## src/rtl/fetch_queue.sv

```systemverilog
// Instruction-fetch front end: owns the PC, issues SRAM reads, and buffers returned words with PC+step in a FIFO.
// Latency: a request in cycle N reaches the head in cycle N+2 when the FIFO is empty; a redirect in R puts the target at the head in R+3.
// Backpressure: out_ready low stalls pops; requests stop once count + inflight reaches DEPTH, so no fetched word is lost.
//
// Ports: clk/arst (async active-high); enable freezes requests and pops;
//        redirect_valid/redirect_pc flush the FIFO and reload the PC;
//        imem_addr/imem_ren/imem_rdata drive a synchronous SRAM (data one cycle after ren);
//        out_valid/out_instr/out_pc_next/out_ready form the head handshake; count is occupancy.
module fetch_queue #(
    parameter int                DATA_W   = 32,
    parameter int                ADDR_W   = 32,
    parameter int                DEPTH    = 4,
    parameter logic [ADDR_W-1:0] RESET_PC = '0,
    parameter int                PC_STEP  = 4
) (
    input  logic                     clk,
    input  logic                     arst,
    input  logic                     enable,
    input  logic                     redirect_valid,
    input  logic [ADDR_W-1:0]        redirect_pc,
    output logic [ADDR_W-1:0]        imem_addr,
    output logic                     imem_ren,
    input  logic [DATA_W-1:0]        imem_rdata,
    output logic                     out_valid,
    output logic [DATA_W-1:0]        out_instr,
    output logic [ADDR_W-1:0]        out_pc_next,
    input  logic                     out_ready,
    output logic [$clog2(DEPTH):0]   count
);

    localparam int PW = $clog2(DEPTH);
    localparam int CW = PW + 1;
    localparam logic [ADDR_W-1:0] STEP    = ADDR_W'(PC_STEP);
    localparam logic [CW:0]       DEPTH_C = (CW+1)'(DEPTH);

    logic [ADDR_W-1:0] fetch_pc;
    logic [ADDR_W-1:0] inflight_pc;
    logic              inflight;
    logic [DATA_W-1:0] instr_mem [DEPTH];
    logic [ADDR_W-1:0] pcn_mem   [DEPTH];
    logic [PW-1:0]     rd_ptr;
    logic [PW-1:0]     wr_ptr;
    logic [CW-1:0]     count_q;

    logic [CW:0]       occupancy;
    logic              req;
    logic              push;
    logic              pop;

    // The in-flight read already holds a slot, so it counts toward occupancy;
    // this is what makes overflow impossible without looking ahead at a pop.
    assign occupancy = {1'b0, count_q} + {{CW{1'b0}}, inflight};
    assign req       = ~arst & enable & ~redirect_valid & (occupancy < DEPTH_C);
    // Returned data is captured even with enable low: the SRAM has already answered.
    assign push      = inflight & ~redirect_valid;
    assign pop       = (count_q != '0) & out_ready & enable & ~redirect_valid;

    assign imem_addr   = fetch_pc;
    assign imem_ren    = req;
    assign out_valid   = (count_q != '0);
    assign out_instr   = instr_mem[rd_ptr];
    assign out_pc_next = pcn_mem[rd_ptr];
    assign count       = count_q;

    always_ff @(posedge clk or posedge arst) begin
        if (arst) begin
            fetch_pc    <= RESET_PC;
            inflight_pc <= '0;
            inflight    <= 1'b0;
            rd_ptr      <= '0;
            wr_ptr      <= '0;
            count_q     <= '0;
            for (int i = 0; i < DEPTH; i++) begin
                instr_mem[i] <= '0;
                pcn_mem[i]   <= '0;
            end
        end else if (redirect_valid) begin
            // Flush: the word returning this cycle belongs to the wrong path.
            fetch_pc <= redirect_pc;
            inflight <= 1'b0;
            rd_ptr   <= '0;
            wr_ptr   <= '0;
            count_q  <= '0;
        end else begin
            if (push) begin
                instr_mem[wr_ptr] <= imem_rdata;
                pcn_mem[wr_ptr]   <= inflight_pc + STEP;
                wr_ptr            <= wr_ptr + PW'(1);
            end
            if (pop) begin
                rd_ptr <= rd_ptr + PW'(1);
            end
            if (push && !pop) begin
                count_q <= count_q + CW'(1);
            end else if (pop && !push) begin
                count_q <= count_q - CW'(1);
            end
            if (req) begin
                inflight_pc <= fetch_pc;
                fetch_pc    <= fetch_pc + STEP;
                inflight    <= 1'b1;
            end else begin
                inflight <= 1'b0;
            end
        end
    end

endmodule

```

## config.mk

```make
export PLATFORM = sky130hd
export DESIGN_NAME = fetch_queue
export DESIGN_NICKNAME = d
export VERILOG_FILES = /design/src/rtl/fetch_queue.sv
export SDC_FILE = /design/constraint.sdc
export NUM_CORES = 1
export LEC_CHECK = 0
export BUFFER_PORTS_ARGS = -buffer_cell sky130_fd_sc_hd__buf_4
export CORE_MARGIN = 4
export CORE_UTILIZATION = 30
export DETAILED_ROUTE_END_ITERATION = 10
export HOLD_SLACK_MARGIN = 0.06
export PLACE_DENSITY = 0.57
export SLEW_MARGIN = 0
export SYNTH_ARGS = -nofsm -noshare
export SYNTH_HDL_FRONTEND = slang
export SYNTH_SLANG_ARGS = --single-unit
```

## constraint.sdc

```tcl
create_clock -name clk -period 23.5 [get_ports clk]
set_input_delay 3.525 -clock clk [delete_from_list [all_inputs] [get_ports clk]]
set_output_delay 3.525 -clock clk [all_outputs]
set_load 0.02 [all_outputs]
```

==> metrics.txt <==
# TYPE chip_impl_metric gauge
chip_impl_info{name="run_status",value="finished clean"} 1
chip_impl_info{name="cts_tree",value="yes"} 1
chip_impl_metric{name="clock_latency",unit="ns"} 0.55
chip_impl_metric{name="internal-power",unit="mW"} 1.12
chip_impl_metric{name="final_net_count",unit=""} 1444
chip_impl_metric{name="antenna_violating_nets_post_route",unit=""} 0
chip_impl_metric{name="ir_worst_vdd",unit="mV"} 0.0577
chip_impl_metric{name="grt.overflow.total",unit=""} 0
chip_impl_metric{name="worst-endpoint-required",unit="ns"} 19.98
chip_impl_metric{name="via_per_inst",unit=""} 4.86
chip_impl_metric{name="holdBufCountCts",unit=""} 0
chip_impl_metric{name="syn_to_final_growth",unit="%"} 20.5
chip_impl_metric{name="htreeDepth",unit=""} 2
chip_impl_metric{name="p_total",unit="mW"} 1.59
chip_impl_metric{name="p_comb_share",unit="%"} 20.8
chip_impl_info{name="cp_slowest_cell",value="sky130_fd_sc_hd__buf_4"} 1
chip_impl_info{name="critical_path.cell_chain",value="buf_4, nor4b_4, nand2_2, buf_4, inv_2, buf_4, buf_4"} 1
chip_impl_metric{name="cellLeakagePower",unit="nW"} 8.14
chip_impl_metric{name="fin_skew",unit="ns"} 0.0237
chip_impl_info{name="crit_type",value="input pin to output pin"} 1
chip_impl_info{name="synth_top_flop_cell",value="sky130_fd_sc_hd__dfrtp_1"} 1
chip_impl_metric{name="syn-instance-count",unit=""} 1225
chip_impl_metric{name="post-synth-top-area-fraction",unit="%"} 55.2
chip_impl_metric{name="synth_nets",unit=""} 1301
chip_impl_metric{name="timing_worst_slew_pin_value",unit="ns"} 1.18
chip_impl_metric{name="core-area",unit="µm²"} 49000
chip_impl_info{name="reg2reg_to",value="imem_addr[11]"} 1
chip_impl_metric{name="fmax",unit="MHz"} 112
chip_impl_metric{name="cts.reportedPaths.clkPinSlew",unit="ns"} 0.05
chip_impl_metric{name="clock_tree.buffer_depth",unit=""} 3
chip_impl_metric{name="grt_pass1_wl",unit="µm"} 59500
chip_impl_metric{name="netlist_area",unit="µm²"} 14900
chip_impl_metric{name="syn_avg_cell_area",unit="µm²"} 12.1
chip_impl_metric{name="synth_enable_flop_cells",unit=""} 0
chip_impl_metric{name="async_s_r_ff_share_synth",unit="%"} 100
chip_impl_metric{name="worst_path_largest_cell_delay",unit="ns"} 0.44
chip_impl_metric{name="worst-path-max-fanout",unit=""} 62
chip_impl_metric{name="cts_setup_buffers",unit=""} 0
chip_impl_metric{name="num_io_pins",unit=""} 170
chip_impl_metric{name="power.net_switching",unit="mW"} 0.470
chip_impl_metric{name="grt_pass1_vias",unit=""} 10382
chip_impl_metric{name="detailroute.via_count",unit=""} 10000
chip_impl_metric{name="die_w",unit="µm"} 231
chip_impl_metric{name="sequentialPowerShare",unit="%"} 43.9
chip_impl_metric{name="wl",unit="µm"} 36800
chip_impl_metric{name="slew_headroom",unit="%"} 21.1
chip_impl_metric{name="fin_crit",unit="ns"} 8.89
chip_impl_metric{name="antenna_violations_before_repair",unit=""} 0
chip_impl_metric{name="ys_seq_area_share",unit="%"} 55.2
chip_impl_metric{name="post-route-drc-count",unit=""} 0
chip_impl_info{name="grt_setup_unrepaired",value="no"} 1
chip_impl_metric{name="r2r.worst_path.cells",unit=""} 8
chip_impl_metric{name="placementRows",unit=""} 81
chip_impl_info{name="post-synth-top-area-cell",value="sky130_fd_sc_hd__dfrtp_1"} 1
chip_impl_metric{name="fin_crit_sh",unit="%"} 37.8
chip_impl_metric{name="drv.max_cap_violation_count",unit=""} 0
chip_impl_info{name="crit_top_cell",value="sky130_fd_sc_hd__buf_4"} 1
chip_impl_metric{name="power_density",unit="nW/µm²"} 88.7
chip_impl_metric{name="hold_violations",unit=""} 0
chip_impl_metric{name="detailedPlacementHpwl",unit="µm"} 23800
chip_impl_metric{name="die_height",unit="µm"} 231
chip_impl_metric{name="start_util",unit="%"} 30.4
chip_impl_info{name="worst_setup_path_startpoint",value="redirect_valid"} 1
chip_impl_metric{name="yosys_warnings",unit=""} 0
chip_impl_info{name="layout.cells.most_common",value="sky130_fd_sc_hd__dfrtp_1"} 1
chip_impl_info{name="endpoint_kind",value="output pin"} 1
chip_impl_info{name="timing.critical_path.to",value="imem_ren"} 1
chip_impl_metric{name="drt-pass1-iter-count",unit=""} 5
chip_impl_metric{name="holdPathStages",unit=""} 2
chip_impl_metric{name="die-area",unit="µm²"} 53200
chip_impl_metric{name="grt_util_all_layers",unit="%"} 13.9
chip_impl_info{name="startpoint_of_the_worst_register_to_register_path",value="inflight"} 1
chip_impl_info{name="synth.top_cells.by_area",value="sky130_fd_sc_hd__dfrtp_1, sky130_fd_sc_hd__mux2_2, sky130_fd_sc_hd__mux4_2"} 1
chip_impl_metric{name="wl_per_cell",unit="µm"} 17.9
chip_impl_info{name="layout_common_cells",value="sky130_fd_sc_hd__dfrtp_1, sky130_fd_sc_hd__nand2_1, sky130_fd_sc_hd__buf_4, sky130_fd_sc_hd__mux2_2, sky130_fd_sc_hd__o21ai_0"} 1
chip_impl_metric{name="number_of_register_bits_inferred_by_synthesis",unit=""} 328
chip_impl_metric{name="cts_made_buffers",unit=""} 39
chip_impl_metric{name="gp_routability_congestion",unit=""} 0.833
chip_impl_metric{name="power.clock.fraction",unit="%"} 35.3
chip_impl_metric{name="detail_route.iter0.violations",unit=""} 470
chip_impl_info{name="cts_root_buf",value="sky130_fd_sc_hd__clkbuf_16"} 1
chip_impl_metric{name="final-max-slew-violation-count",unit=""} 0
chip_impl_metric{name="grt_max_degree",unit=""} 189
chip_impl_metric{name="portBuffers",unit=""} 169
chip_impl_metric{name="netSwitchingFraction",unit="%"} 29.5
chip_impl_metric{name="drive_gt1_share",unit="%"} 33.1
chip_impl_info{name="critPathLaunchType",value="input pin"} 1
chip_impl_metric{name="diodes",unit=""} 0
chip_impl_metric{name="post_synth_num_cell_types",unit=""} 60
chip_impl_info{name="worst_hold_path_type",value="flip-flop to flip-flop"} 1
chip_impl_metric{name="rrSetupSlack",unit="ns"} 20.28
chip_impl_metric{name="tns",unit="ns"} 0
chip_impl_metric{name="worst-endpoint-arrival",unit="ns"} 5.37
chip_impl_metric{name="cts_num_sinks",unit=""} 328
chip_impl_metric{name="setup-violations-final",unit=""} 0
chip_impl_metric{name="post_cts.resized_instances",unit=""} 0
-- cells in the mapped netlist (18+ instances only) --
| cell type | instances |
|---|---|
| sky130_fd_sc_hd__mux4_2 | 64 |
| sky130_fd_sc_hd__buf_2 | 25 |
| sky130_fd_sc_hd__nand3_1 | 30 |
| sky130_fd_sc_hd__nand4_1 | 18 |
| sky130_fd_sc_hd__mux2_2 | 142 |
| sky130_fd_sc_hd__clkbuf_1 | 40 |
| sky130_fd_sc_hd__o21ai_1 | 44 |
| sky130_fd_sc_hd__xor2_1 | 21 |
| sky130_fd_sc_hd__nor2_1 | 18 |
| sky130_fd_sc_hd__nand2_1 | 253 |
| sky130_fd_sc_hd__dfrtp_1 | 328 |
| sky130_fd_sc_hd__o21ai_0 | 93 |
-- per-layer routing --
metal  up-vias  share of wire (%)  GRT usage (%)
met5         -                  0              0
met4         0                2.2           3.93
met3        57                5.6           3.25
met2       249                 46           21.9
met1      5001                 47           19.4
li1       4693                  -              -
-- final cells by class --
cell class	instances	area [µm²]
clock buffer	57	1100
clock inverter	8	72.6
fill	4735	31000
inverter	14	60.1
multi-input combinational	807	6290
sequential	328	8210
tap	664	831
timing repair buffer	178	1350
-- critical path: cells and delay by family --
family	cells	cell delay, ns
AND/OR/NAND/NOR	2	0.43
buffers and inverters	5	1.36
-- logic make-up (layout without fill, tap and decap cells) --
kind of cell / count (synthesis) / count (layout) / synth area share [%]
and+or+nand+nor: 379 / 379 / 11.9
xor gates and xnor gates: 33 / 33 / 1.94
buffers and inverters: 90 / 257 / 2.69
AOI/OAI and AO/OA: 177 / 177 / 6.79
adders and majority gates: 7 / 7 / 0.640
DFF: 328 / 328 / 55.2
muxes: 211 / 211 / 20.8
-- flip-flops by register name, indices dropped and copies added, names as in the netlist --
register     cells
wr_ptr           2
count            3
pcn_mem        128
imem_addr       32
inflight_pc     32
instr_mem      128
rd_ptr           2
inflight         1
-- worst min-delay path by stage --
stage              endpoint    startpoint  slack, ns
2_1_floorplan   pcn_mem[34]   pcn_mem[34]       0.44
3_3_place_gp   pcn_mem[102]  pcn_mem[102]       0.46
3_5_place_dp     pcn_mem[9]    pcn_mem[9]       0.47
4_1_cts         pcn_mem[10]   pcn_mem[10]       0.48
5_1_grt         pcn_mem[10]   pcn_mem[10]       0.49
6_report         pcn_mem[8]    pcn_mem[8]       0.47
-- power groups by stage --
stage	clock network (mW)	registers [mW]	logic [mW]
2_1_floorplan	0	0.692	0.207
3_3_place_gp	0	0.703	0.332
3_5_place_dp	0	0.708	0.337
4_1_cts	0.582	0.698	0.338
5_1_grt	0.606	0.708	0.362
6_report	0.562	0.697	0.330
-- stage by stage --
step,instances,instance area [µm²],hold slack [ns],utilization (%),setup WS [ns]
after global placement,1991,16700,0.456,34.2,14.63
final,2056,17900,0.473,36.6,14.61
after global routing,2056,17900,0.493,36.6,14.43
after CTS,2056,17900,0.479,36.6,14.60
after floorplan,1225,14900,0.445,-,10.89
after detailed placement,1991,16700,0.467,34.2,14.60
Power figures use the tool's default switching activity.
